### config.mk
export PLATFORM = sky130hd
export DESIGN_NAME = core_fetch_flat
export DESIGN_NICKNAME = d
export VERILOG_FILES = /design/src/rtl/core_fetch_pkg.sv /design/src/rtl/core_fetch_if.sv /design/src/rtl/core_fetch_fifo.sv /design/src/rtl/core_fetch.sv /design/src/flat_wrapper.sv
export SDC_FILE = /design/constraint.sdc
export NUM_CORES = 1
export LEC_CHECK = 0
export ABC_AREA = 1
export ABC_CLOCK_PERIOD_IN_PS = 6050
export BUFFER_PORTS_ARGS = -buffer_cell sky130_fd_sc_hd__buf_2
export CORE_UTILIZATION = 26
export DETAILED_ROUTE_END_ITERATION = 8
export PLACE_DENSITY = 0.55
export SLEW_MARGIN = 20
export SYNTH_ARGS = -nofsm -noshare
export SYNTH_HDL_FRONTEND = slang
export SYNTH_SLANG_ARGS = --single-unit
### constraint.sdc
create_clock -name clk -period 6.05 [get_ports clk]
set_clock_uncertainty 0.1 [all_clocks]
set_input_delay 1.5125 -clock clk [delete_from_list [all_inputs] [get_ports clk]]
set_output_delay 1.5125 -clock clk [all_outputs]
set_load 0.03 [all_outputs]
### src/rtl/core_fetch_pkg.sv
// Shared types and constants for the instruction fetch front end.
// The core configuration record sets the datapath width.
package core_fetch_pkg;

   typedef struct packed {
      int unsigned XLEN;
   } core_conf_t;

   localparam core_conf_t DEFAULT_CONF = '{XLEN: 32};

   localparam int unsigned INST_BYTES = 4;

   typedef enum logic [1:0] {
      BOOT  = 2'd0,
      RUN   = 2'd1,
      FLUSH = 2'd2
   } fetch_state_t;

endpackage

### src/rtl/core_fetch_if.sv
// Fetch-side bundle: redirect input, instruction-memory request/response,
// and the instruction handshake toward decode.
interface core_fetch_if #(
   parameter int XLEN = 32
) ();

   logic            redirect_valid;
   logic [XLEN-1:0] redirect_pc;
   logic            imem_req_valid;
   logic            imem_req_ready;
   logic [XLEN-1:0] imem_req_addr;
   logic            imem_resp_valid;
   logic [XLEN-1:0] imem_resp_data;
   logic            inst_valid;
   logic            inst_ready;
   logic [XLEN-1:0] inst;
   logic [XLEN-1:0] inst_pc;

   modport master (
      input  redirect_valid, redirect_pc, imem_req_ready, imem_resp_valid,
             imem_resp_data, inst_ready,
      output imem_req_valid, imem_req_addr, inst_valid, inst, inst_pc
   );

   modport slave (
      output redirect_valid, redirect_pc, imem_req_ready, imem_resp_valid,
             imem_resp_data, inst_ready,
      input  imem_req_valid, imem_req_addr, inst_valid, inst, inst_pc
   );

endinterface

### src/rtl/core_fetch_fifo.sv
// Show-ahead synchronous FIFO holding {inst, pc} pairs, with a flush that
// empties it in one cycle. The head reads as zero while empty.
module core_fetch_fifo #(
   parameter int DEPTH = 2,
   parameter int WIDTH = 64
) (
   input  logic                     clk,
   input  logic                     rst,
   input  logic                     flush,
   input  logic                     push,
   input  logic                     pop,
   input  logic [WIDTH-1:0]         wdata,
   output logic [WIDTH-1:0]         rdata,
   output logic [$clog2(DEPTH):0]   count,
   output logic                     empty
);

   localparam int AW = $clog2(DEPTH);

   logic [AW-1:0]    wr_ptr_reg;
   logic [AW-1:0]    rd_ptr_reg;
   logic [AW:0]      count_reg;
   logic [WIDTH-1:0] mem_reg [DEPTH];
   logic             do_push;
   logic             do_pop;

   assign do_pop  = pop && (count_reg != '0);
   assign do_push = push && (count_reg != (AW+1)'(DEPTH));

   always_ff @(posedge clk) begin
      if (rst || flush) begin
         wr_ptr_reg <= '0;
         rd_ptr_reg <= '0;
         count_reg  <= '0;
      end else begin
         if (do_push) wr_ptr_reg <= wr_ptr_reg + AW'(1);
         if (do_pop)  rd_ptr_reg <= rd_ptr_reg + AW'(1);
         case ({do_push, do_pop})
            2'b10:   count_reg <= count_reg + (AW+1)'(1);
            2'b01:   count_reg <= count_reg - (AW+1)'(1);
            default: count_reg <= count_reg;
         endcase
      end
   end

   always_ff @(posedge clk) begin
      if (do_push) mem_reg[wr_ptr_reg] <= wdata;
   end

   assign empty = (count_reg == '0);
   assign count = count_reg;
   assign rdata = empty ? '0 : mem_reg[rd_ptr_reg];

endmodule

### src/rtl/core_fetch.sv
// Instruction fetch front end: sequential PC generation with credit-limited
// requests, in-order response buffering, and redirect with stale-response drop.
module core_fetch
   import core_fetch_pkg::*;
#(
   parameter core_conf_t                 CONF       = DEFAULT_CONF,
   parameter logic [CONF.XLEN-1:0]       RESET_PC   = '0,
   parameter int                         FIFO_DEPTH = 2
) (
   input logic          clk,
   input logic          rst,
   core_fetch_if.master bus
);

   localparam int XLEN = CONF.XLEN;
   localparam int CW   = $clog2(FIFO_DEPTH) + 1;

   fetch_state_t    state_reg, state_next;
   logic [XLEN-1:0] fetch_pc_reg, fetch_pc_next;
   logic [XLEN-1:0] resp_pc_reg, resp_pc_next;
   logic [CW-1:0]   outstanding_reg, outstanding_next;
   logic [CW-1:0]   drop_cnt_reg, drop_cnt_next;
   logic [CW-1:0]   fifo_count;
   logic [XLEN-1:0] redirect_target;
   logic [2*XLEN-1:0] fifo_rdata;
   logic            fifo_empty;
   logic            redirect, req_fire, resp_ok, push, pop;
   logic            unused_low_bits;

   assign redirect_target = {bus.redirect_pc[XLEN-1:2], 2'b00};
   assign unused_low_bits = &{1'b0, bus.redirect_pc[1:0]};

   assign redirect = bus.redirect_valid && (state_reg != BOOT);
   assign req_fire = bus.imem_req_valid && bus.imem_req_ready;
   // A response with nothing outstanding is a protocol violation and is ignored.
   assign resp_ok  = bus.imem_resp_valid && (outstanding_reg != '0);
   assign push     = resp_ok && (state_reg == RUN) && !redirect;
   assign pop      = bus.inst_valid && bus.inst_ready;

   core_fetch_fifo #(
      .DEPTH (FIFO_DEPTH),
      .WIDTH (2 * XLEN)
   ) u_fifo (
      .clk   (clk),
      .rst   (rst),
      .flush (redirect),
      .push  (push),
      .pop   (pop),
      .wdata ({bus.imem_resp_data, resp_pc_reg}),
      .rdata (fifo_rdata),
      .count (fifo_count),
      .empty (fifo_empty)
   );

   always_ff @(posedge clk) begin
      if (rst) begin
         state_reg       <= BOOT;
         fetch_pc_reg    <= RESET_PC;
         resp_pc_reg     <= RESET_PC;
         outstanding_reg <= '0;
         drop_cnt_reg    <= '0;
      end else begin
         state_reg       <= state_next;
         fetch_pc_reg    <= fetch_pc_next;
         resp_pc_reg     <= resp_pc_next;
         outstanding_reg <= outstanding_next;
         drop_cnt_reg    <= drop_cnt_next;
      end
   end

   always_comb begin
      state_next       = state_reg;
      fetch_pc_next    = req_fire ? fetch_pc_reg + XLEN'(INST_BYTES) : fetch_pc_reg;
      resp_pc_next     = push ? resp_pc_reg + XLEN'(INST_BYTES) : resp_pc_reg;
      outstanding_next = outstanding_reg + CW'(req_fire) - CW'(resp_ok);
      drop_cnt_next    = drop_cnt_reg;
      case (state_reg)
         BOOT:  state_next = RUN;
         RUN:   state_next = RUN;
         FLUSH: begin
            if (resp_ok && (drop_cnt_reg != '0)) drop_cnt_next = drop_cnt_reg - CW'(1);
            if (drop_cnt_next == '0) state_next = RUN;
         end
         default: state_next = BOOT;
      endcase
      // Everything still in flight after this cycle, including a request
      // accepted right now, belongs to the old path and must be dropped.
      if (redirect) begin
         fetch_pc_next = redirect_target;
         resp_pc_next  = redirect_target;
         drop_cnt_next = outstanding_next;
         state_next    = (outstanding_next != '0) ? FLUSH : RUN;
      end
   end

   always_comb begin
      bus.imem_req_valid = (state_reg == RUN) &&
                           (({1'b0, outstanding_reg} + {1'b0, fifo_count}) < (CW+1)'(FIFO_DEPTH));
      bus.imem_req_addr  = fetch_pc_reg;
      bus.inst_valid     = !fifo_empty;
      bus.inst           = fifo_rdata[2*XLEN-1:XLEN];
      bus.inst_pc        = fifo_rdata[XLEN-1:0];
   end

   always @(posedge clk) begin
      if (!rst && bus.imem_resp_valid)
         assert (outstanding_reg != '0);
   end

endmodule

### src/flat_wrapper.sv
// flat-port wrapper written by rule: the top's interface ports become plain ports
module core_fetch_flat import core_fetch_pkg::*;
#(
   parameter core_conf_t                 CONF       = DEFAULT_CONF,
   parameter logic [CONF.XLEN-1:0]       RESET_PC   = '0,
   parameter int                         FIFO_DEPTH = 2
)
  (clk, rst, bus_redirect_valid, bus_redirect_pc, bus_imem_req_ready, bus_imem_resp_valid, bus_imem_resp_data, bus_inst_ready, bus_imem_req_valid, bus_imem_req_addr, bus_inst_valid, bus_inst, bus_inst_pc);
  core_fetch_if #(.XLEN(32)) bus_i ();
  input logic clk;
  input logic rst;
  input wire logic [$bits(bus_i.redirect_valid)-1:0] bus_redirect_valid;
  input wire logic [$bits(bus_i.redirect_pc)-1:0] bus_redirect_pc;
  input wire logic [$bits(bus_i.imem_req_ready)-1:0] bus_imem_req_ready;
  input wire logic [$bits(bus_i.imem_resp_valid)-1:0] bus_imem_resp_valid;
  input wire logic [$bits(bus_i.imem_resp_data)-1:0] bus_imem_resp_data;
  input wire logic [$bits(bus_i.inst_ready)-1:0] bus_inst_ready;
  output wire logic [$bits(bus_i.imem_req_valid)-1:0] bus_imem_req_valid;
  output wire logic [$bits(bus_i.imem_req_addr)-1:0] bus_imem_req_addr;
  output wire logic [$bits(bus_i.inst_valid)-1:0] bus_inst_valid;
  output wire logic [$bits(bus_i.inst)-1:0] bus_inst;
  output wire logic [$bits(bus_i.inst_pc)-1:0] bus_inst_pc;
  assign bus_i.redirect_valid = bus_redirect_valid;
  assign bus_i.redirect_pc = bus_redirect_pc;
  assign bus_i.imem_req_ready = bus_imem_req_ready;
  assign bus_i.imem_resp_valid = bus_imem_resp_valid;
  assign bus_i.imem_resp_data = bus_imem_resp_data;
  assign bus_i.inst_ready = bus_inst_ready;
  assign bus_imem_req_valid = bus_i.imem_req_valid;
  assign bus_imem_req_addr = bus_i.imem_req_addr;
  assign bus_inst_valid = bus_i.inst_valid;
  assign bus_inst = bus_i.inst;
  assign bus_inst_pc = bus_i.inst_pc;
  core_fetch #(.CONF(CONF), .RESET_PC(RESET_PC), .FIFO_DEPTH(FIFO_DEPTH)) u_core (.clk(clk), .rst(rst), .bus(bus_i));
endmodule
# --- Word-level counts from Yosys, hierarchy flattened ---
# Memory sizes are Yosys's and may differ from the RTL's. A register that Yosys moved wholly into a read port is not among the register bits.
# Cells that the tools add are included.
op_classes:
  n_eq_ne: 6
  n_lt_le_gt_ge: 1
  n_reduce_logical: 27
  n_mux: 18
  add_sub_neg: 10
ops:
  columns: ["cell", "count"]
  rows:
  - ["$mux 32", 4]
  - ["$add 32x3->32 const B", 2]
  - ["$mux 64", 1]
  - ["$reduce_bool 2->1", 9]
  - ["$mux 2", 7]
  - ["$logic_and 1x1->1", 10]
  - ["$pmux 2 s2", 2]
  - ["$logic_not 2->1", 3]
  - ["$eq 2x1->1 const B", 2]
  - ["$eq 2x2->1 const B", 2]
  - ["$mux 1", 4]
  - ["$reduce_or 2->1", 2]
  - ["$sub 2x1->2 const B", 2]
  - ["$add 2x2->3", 1]
  - ["$lt 3x2->1 const B", 1]
  - ["$ne 3x1->1 const B", 1]
  - ["$add 1x1->1 const B", 2]
  - ["$add 2x1->2", 1]
  - ["$add 2x1->2 const B", 1]
  - ["$logic_not 1->1", 2]
  - ["$ne 2x2->1 const B", 1]
  - ["$sub 2x1->2", 1]
  - ["$logic_or 1x1->1", 1]
word_totals:
  ff_bits: 74
  wordCells: 73
  n_memories: 1
  out_inout_bits: 98
  input_bits: 70
  mem_bits_rw: 128
mem_list:
  columns: ["name", "depth", "word_bits", "rd", "rd_ports_with_merged_regs", "wr", "line_no", "text"]
  rows:
  - ["u_core.u_fifo.mem_reg", 2, 64, 1, 1, 1, "core_fetch_fifo.sv:23", "logic [WIDTH-1:0] mem_reg [DEPTH];"]

# --- Logic depth before layout (Yosys ltp) ---
# Gate-level depths: netlist (run 1).
depth:
  depth_word: 9
  ltp_mapped: 14
  depth_no_buf: 12

# --- By module ---
# Synthesis (run 1) repeated with hierarchy kept, for this count alone.
hier_totals:
  hier_cells: 1164
  area_unflattened_um2: 9907.0
modules_own_cells:
  columns: ["mod", "area_each_um2", "cells_each", "seq_area_each_um2", "n_inst"]
  rows:
  - ["core_fetch_fifo", 5221.3, 378, 3943.8, 1]
  - ["core_fetch", 4685.7, 786, 1321.3, 1]

# --- Worst setup path before layout (run 1) ---
# Ideal clock, no wire load.
synth_timing:
  path_kind: "input to register"
  from: "input bus_imem_resp_valid"
  to: "memory u_core.u_fifo.mem_reg[1][10] (enable)"
  setup_ps: 482
  path_slack_ps: 722
  arrival_time_ps: 4745
  required_ps: 5468
  path_buffers: 0
  cell_stages: 6
  path_cell_list: "o21ai_1 nor2_4 inv_2 nor2_2 o21ai_1 nor2_1"
synth_via:
  elab_chain_len: 6
synth_lines:
  columns: ["item", "line_no", "text"]
  rows:
  - ["start: declaration", "flat_wrapper.sv:15", "input wire logic [$bits(bus_i.imem_resp_valid)-1:0] bus_imem_resp_valid;"]
  - ["$logic_and 1x1->1", "core_fetch.sv:36", "assign resp_ok = bus.imem_resp_valid && (outstanding_reg != '0);"]
  - ["$logic_and 1x1->1 (2 in series)", "core_fetch.sv:37", "assign push = resp_ok && (state_reg == RUN) && !redirect;"]
  - ["$logic_and 1x1->1", "core_fetch_fifo.sv:28", "assign do_push = push && (count_reg != (AW+1)'(DEPTH));"]
  - ["$mux 1", "core_fetch_fifo.sv:47", "if (do_push) mem_reg[wr_ptr_reg] <= wdata;"]
  - ["$mux 1 (implied by the code)", "core_fetch_fifo.sv:47", null]
  - ["end: declaration", "core_fetch_fifo.sv:23", null]
# No other way between the ends.

# --- Final worst setup path (run 1) ---
layout_timing:
  from: "register u_core.u_fifo.count_reg[0] (netlist: u_core.u_fifo.count[0])"
  to: "output bus_inst[13]"
layout_via:
  elab_chain_len: 2
layout_lines:
  columns: ["item", "line_no", "text"]
  rows:
  - ["start: declaration", "core_fetch_fifo.sv:22", "logic [AW:0] count_reg;"]
  - ["start signal: assignment", "core_fetch_fifo.sv:39", "2'b10: count_reg <= count_reg + (AW+1)'(1);"]
  - ["start signal: assignment", "core_fetch_fifo.sv:40", "2'b01: count_reg <= count_reg - (AW+1)'(1);"]
  - ["start signal: assignment", "core_fetch_fifo.sv:41", "default: count_reg <= count_reg;"]
  - ["$logic_not 2->1", "core_fetch_fifo.sv:50", "assign empty = (count_reg == '0);"]
  - ["$mux 64", "core_fetch_fifo.sv:52", "assign rdata = empty ? '0 : mem_reg[rd_ptr_reg];"]
  - ["end: declaration", "flat_wrapper.sv:21", "output wire logic [$bits(bus_i.inst)-1:0] bus_inst;"]
# No other way between the ends.

==> results.py, run 1 <==
metrics = {
    "floorplan": {
        "die_h_um": 191,
        "die_x_um": 191,
        "start_util": 0.267,
        "num_io_pins": 168,
        "core_area_um2": 34800,
        "die_area_um2": 36400,
        "row_count": 68,
    },
    "worst_setup_path": {
        "cp-start-kind": "flip-flop",
        "reg2reg_to": "u_core.u_fifo.mem_reg[0][34]",
        "worstPathMaxFanout": 34,
        "rr_startpoint": "u_core.state_reg[0]",
        "crit_arrival_ps": 2330,
        "crit_required_ps": 4440,
        "critical_path_class": "flip-flop to output port",
        "cp-end-kind": "output port",
        "r2r_cells": 9,
        "reg2reg_slack_ps": 3090,
    },
    "clock_tree": {
        "cts_resized": 0,
        "clk_latency_ps": 440,
        "cts_inserted_buffers": 17,
        "cts-root-buf": "clkbuf_16",
        "cts_sinks": 195,
        "post_cts.repair.setup_buffers": 0,
        "cts_tree": "built",
        "clockBufferDepth": 2,
        "htreeDepth": 4,
        "path_clk_slew_ps": 80,
        "postCtsHoldBufs": 0,
    },
    "global_route": {
        "gr-usage-met2": 0.226,
        "grt_util_met1": 0.194,
        "grt_max_degree": 63,
        "antenna_found_initial": 0,
        "track_usage": 0.143,
        "grt_overflow": 0,
        "grt_first_pass_wirelength_um": 40000,
        "busiest_layer": "met2",
        "grt_pass1_vias": 7427,
        "met3_usage": 0.0320,
    },
    "power": {
        "p_sw_uw": 1480,
        "share_comb_of_total_power": 0.252,
        "seqPwrFrac": 0.454,
        "ir_drop_mv": 0.213,
        "switching_share": 0.368,
        "clock_power_share": 0.294,
        "power_density_nw_per_um2": 361,
        "leakage_uw": 0.00450,
        "intPower_uw": 2550,
    },
    "min_path": {
        "min_to": "u_core.u_fifo.wr_ptr_reg",
        "hold_class": "flip-flop to flip-flop",
        "hp-start": "u_core.u_fifo.wr_ptr_reg",
        "min_path_cells": 2,
    },
    "synthesis": {
        "syn_inst": 1132,
        "synth_area_per_cell_um2": 8.19,
        "ys_async_sr_fraction": 0,
        "synth-xor-area-share": 0.00850,
        "yosysWarnings": 0,
        "synth_edf_count": 124,
        "yosysSeqAreaShare": 0.555,
        "synthAdderAreaFrac": 0.0103,
        "synth-simple-area-share": 0.249,
        "synth_flop_cell": "edfxtp_1",
        "ys_types": 34,
        "synth-compound-area-share": 0.117,
        "yosys_register_bits": 195,
        "muxShareOfSynthArea": 0,
        "synth_top_family_by_area": "simple AND/OR/NAND/NOR gates",
        "netlist_area_um2": 9280,
    },
    "placed_design": {
        "routabilityCongestion": 0.828,
        "dp_slack_ps": 1970,
        "dp.cells": 1711,
        "dp_hpwl_um": 18200,
        "port_buffers": 161,
    },
    "timing": {
        "drv_slew": 0,
        "setup_slack_ps": 2100,
        "hold_ws_ps": 374,
        "slew-limit-headroom": 0.349,
        "tightest_slew_ps": 972,
        "tns_ps": 0,
        "setup_viol": 0,
        "rsz0062_at_grt": "no",
        "period_needed_ps": 3950,
        "post-route-period-util": 0.652,
        "fmax_mhz": 253,
        "finalHoldViolations": 0,
    },
    "outcome": {
        "status": "complete, no violations",
    },
    "detailed_routing": {
        "dr.pass1.iters": 5,
        "wire_per_inst_um": 15.0,
        "drt_iter0_drc": 439,
        "drtAntennaViolNets": 0,
        "drc": 0,
        "wl_um": 26100,
        "via_count": 7993,
        "vias_per_cell": 4.59,
    },
    "final_layout": {
        "largest_reg_flops": 124,
        "drive_gt1_frac": 0.176,
        "area_growth_pct": 20.2,
        "final_cells": 1743,
        "nets": 1352,
        "fillers": 3663,
        "num_antenna_cells": 0,
    },
    "run": {
        "maxCapViolCount": 0,
    },
}
-- cells in the mapped netlist (8+ instances only) --
master / n / area (um^2)
nor2_1: 124 / 465
o21ai_0: 54 / 270
dfxtp_1: 71 / 1420
a31oi_1: 13 / 81.3
inv_1: 85 / 319
clkbuf_1: 24 / 90.1
xor2_1: 8 / 70.1
nand2_1: 344 / 1290
buf_2: 12 / 60.1
edfxtp_1: 124 / 3720
nand3_1: 78 / 390
o21ai_1: 12 / 60.1
buf_1: 8 / 30.0
a21oi_1: 119 / 596
-- layer usage --
metal,up-vias,part of all wire
met4,0,0.013
li1,4036,-
met2,249,0.45
met1,3691,0.47
met5,-,0
met3,17,0.069
-- worst max-delay path by stage --
| stage | startpoint | endpoint | slack, ps | depth (start not counted) |
|---|---|---|---|---|
| after global routing | u_core.u_fifo.count[0] | bus_inst[29] | 1910 | 4 |
| final | u_core.u_fifo.count[0] | bus_inst[13] | 2100 | 4 |
| after detailed placement | bus_imem_resp_valid | u_core.u_fifo.mem_reg[0][41] | 1970 | 8 |
| after floorplan | bus_imem_resp_valid | u_core.u_fifo.mem_reg[1][10] | 720 | 6 |
| after global placement | bus_imem_resp_valid | u_core.u_fifo.mem_reg[0][32] | 1950 | 8 |
| after CTS | u_core.u_fifo.count[0] | bus_inst[13] | 2020 | 4 |
-- cells by family after synthesis --
family,count (synthesis)
xor gates and xnor gates,9
AOI/OAI and AO/OA,208
other,1
adders and majority gates,7
and+or+nand+nor,571
buffers and inverters,141
DFF,195
-- stage by stage --
step                      utilization  power [uW]  instance area, um^2
after CTS                       0.321        4060                11200
after floorplan                     -        2530                 9290
final                           0.321        4030                11200
after global routing            0.321        4260                11200
after detailed placement        0.303        2870                10500
after global placement          0.303        2850                10500
-- worst max-delay path, cell delays in order, from the launching register on --
cell     delay [ps]
dfxtp_1         400
nor2_4          670
buf_4           490
a21oi_1         100
buf_2           200
-- cell type report --
type,instances,area (um^2),share of cell area
clock inverters,14,185,0.0166
well taps,455,569,0.0510
multi-input cells,799,3600,0.323
flip-flops and latches,195,5150,0.461
clock buffers,18,439,0.0394
inverters,93,349,0.0313
repair buffers,169,866,0.0776
-- cells in the final DEF, fill, tap and decap left out, drive strengths merged --
cell type | Yosys | routed
nand2 | 347 | 347
nor3b | 1 | 1
a21oi | 119 | 119
nor2 | 133 | 133
dfxtp | 71 | 71
xor2 | 8 | 8
clkbuf | 24 | 18
o21ai | 66 | 66
and2 | 3 | 3
bufinv | 0 | 2
o211ai | 6 | 6
edfxtp | 124 | 124
clkinv | 1 | 6
nand3b | 2 | 2
clkinvlp | 0 | 1
buf | 24 | 169
nor3 | 3 | 3
inv | 92 | 98
conb | 1 | 4
fa | 1 | 1
nand4 | 2 | 2
o22ai | 2 | 2
a31oi | 13 | 13
xnor2 | 1 | 1
a311oi | 1 | 1
o21bai | 1 | 1
nand3 | 78 | 78
or2 | 2 | 2
ha | 6 | 6
-- power by group through the flow --
stage	logic [uW]	clock network [uW]	registers, uW
final	1010	1190	1830
after global routing	1140	1270	1860
after CTS	1020	1210	1820
after detailed placement	1020	0	1850
after global placement	1000	0	1840
after floorplan	638	0	1890
(Power assumes the default switching activity.)
==> run 2: changes to the inputs <==
--- a/config.mk
+++ b/config.mk
@@ -6,7 +6,7 @@
 export NUM_CORES = 1
 export LEC_CHECK = 0
 export ABC_AREA = 1
-export ABC_CLOCK_PERIOD_IN_PS = 6050
+export ABC_CLOCK_PERIOD_IN_PS = 4110
 export BUFFER_PORTS_ARGS = -buffer_cell sky130_fd_sc_hd__buf_2
 export CORE_UTILIZATION = 26
 export DETAILED_ROUTE_END_ITERATION = 8
==> constraint.sdc (replaced) <==
create_clock -name clk -period 4.11 [get_ports clk]
set_clock_uncertainty 0.1 [all_clocks]
set_input_delay 1.0275 -clock clk [delete_from_list [all_inputs] [get_ports clk]]
set_output_delay 1.0275 -clock clk [all_outputs]
set_load 0.03 [all_outputs]
==> run 2 against run 1 <==
  * Sequential cell count is the same
  * Clock power grew 41%
  * Combinational power grew 50%
  * Largest power group unchanged
  * Critical path type unchanged
  * Final area grew 0.43%
  * Global-route usage grew 0.064 points
  * Core utilization grew 0.14 points
  * Routed wire length grew 0.68%
  * Critical path depth is the same
==> results.py, run 2 (synthesized netlist as in run 1, its figures left out) <==
metrics = {
    "outcome": {
        "status": "complete, no violations",
    },
    "power": {
        "leakage_uw": 0.00451,
        "switching_share": 0.380,
        "total_power_uw": 5870,
        "power_density_nw_per_um2": 524,
        "ir_drop_mv": 0.312,
        "share_comb_of_total_power": 0.256,
        "clock_power_share": 0.286,
        "p_sw_uw": 2230,
        "intPower_uw": 3640,
        "seqPwrFrac": 0.458,
    },
    "final_layout": {
        "largest_reg_flops": 124,
        "area_growth_pct": 20.7,
        "nets": 1357,
        "final_cells": 1748,
        "final_common_cell": "nand2_1",
        "drive_gt1_frac": 0.178,
        "num_antenna_cells": 0,
        "post-route-util": 0.322,
        "final_cell_mix": "344 x nand2_1, 161 x buf_2, 124 x edfxtp_1",
    },
    "floorplan": {
        "core_area_um2": 34800,
        "die_x_um": 191,
        "start_util": 0.267,
        "num_io_pins": 168,
        "row_count": 68,
        "die_h_um": 191,
        "die_area_um2": 36400,
    },
    "timing": {
        "setup_viol": 0,
        "finalHoldViolations": 0,
        "post-route-period-util": 0.807,
        "tns_ps": 0,
        "period_needed_ps": 3320,
        "tightest_slew_ps": 870,
        "setup_slack_ps": 795,
        "slew-limit-headroom": 0.419,
        "drv_slew": 0,
        "fmax_mhz": 302,
        "rsz0062_at_grt": "no",
    },
    "clock_tree": {
        "htreeDepth": 4,
        "clk_latency_ps": 440,
        "path_clk_slew_ps": 70,
        "postCtsHoldBufs": 0,
        "cts_tree": "built",
        "cts_inserted_buffers": 17,
        "post_cts.repair.setup_buffers": 0,
        "cts-root-buf": "clkbuf_16",
        "clockBufferDepth": 2,
        "cts_resized": 0,
        "cts_sinks": 195,
    },
    "global_route": {
        "grt_pass1_vias": 7330,
        "track_usage": 0.143,
        "grt_max_degree": 63,
        "antenna_found_initial": 0,
        "grt_first_pass_wirelength_um": 40200,
        "grt_overflow": 0,
    },
    "detailed_routing": {
        "via_count": 8002,
        "wire_per_inst_um": 15.0,
        "drt_iter0_drc": 565,
        "drc": 0,
        "drtAntennaViolNets": 0,
        "wl_um": 26200,
        "vias_per_cell": 4.58,
        "dr.pass1.iters": 5,
    },
    "run": {
        "maxCapViolCount": 0,
    },
    "worst_setup_path": {
        "crit_start": "u_core.u_fifo.count[0]",
        "crit_required_ps": 2980,
        "critical_path_class": "flip-flop to output port",
        "crit_arrival_ps": 2190,
        "cp-end-kind": "output port",
        "cp-start-kind": "flip-flop",
        "worstPathMaxFanout": 32,
        "rr_startpoint": "u_core.u_fifo.count[0]",
    },
    "min_path": {
        "hp-start": "u_core.u_fifo.wr_ptr_reg",
        "hold_class": "flip-flop to flip-flop",
    },
    "placed_design": {
        "dp.cells": 1716,
        "port_buffers": 161,
        "dp_slack_ps": 1050,
        "dp_hpwl_um": 18200,
        "routabilityCongestion": 0.835,
    },
}
run 2: cell type report:
cell class                 count  area, um^2
timing repair buffer         174         928
inverter                      93         349
clock buffer                  18         429
clock inverter                14         180
multi-input combinational    799        3600
tap                          455         569
fill                        3642       23600
sequential                   195        5150
run 2: routing by layer:
layer	GRT usage	part of all wire	vias up
met1	0.203	0.48	3672
met3	0.0294	0.071	21
met5	0	0	-
met4	0.0375	0.012	0
met2	0.221	0.44	262
li1	-	-	4047
run 2: metrics by stage:
step	hold slack (ps)	cell area, um^2
final	375	11200
after global placement	353	10600
after global routing	420	11200
after detailed placement	370	10600
after floorplan	341	9290
after CTS	381	11200
run 2: worst max-delay path, cell delays in order, from the launching register on:
cell and delay [ps]:
dfxtp_1 400, nor2_4 710, buf_4 360, a21oi_1 80
buf_2 180
run 2: worst paths after layout:
| path | end | slack, ps | depth (start not counted) |
|---|---|---|---|
| min reg2reg | u_core.u_fifo.wr_ptr_reg | 370 | 2 |
| min | u_core.u_fifo.wr_ptr_reg | 370 | 2 |
| max reg2reg | u_core.state_reg[0] | 1300 | 12 |
| max | bus_inst[21] | 790 | 4 |
run 2: power groups by stage:
| stage | sequential (uW) | combinational (uW) | clock [uW] |
|---|---|---|---|
| final | 2690 | 1510 | 1680 |
| after global routing | 2730 | 1700 | 1800 |
| after CTS | 2680 | 1520 | 1730 |
| after detailed placement | 2720 | 1510 | 0 |
| after global placement | 2710 | 1490 | 0 |
| after floorplan | 2790 | 939 | 0 |
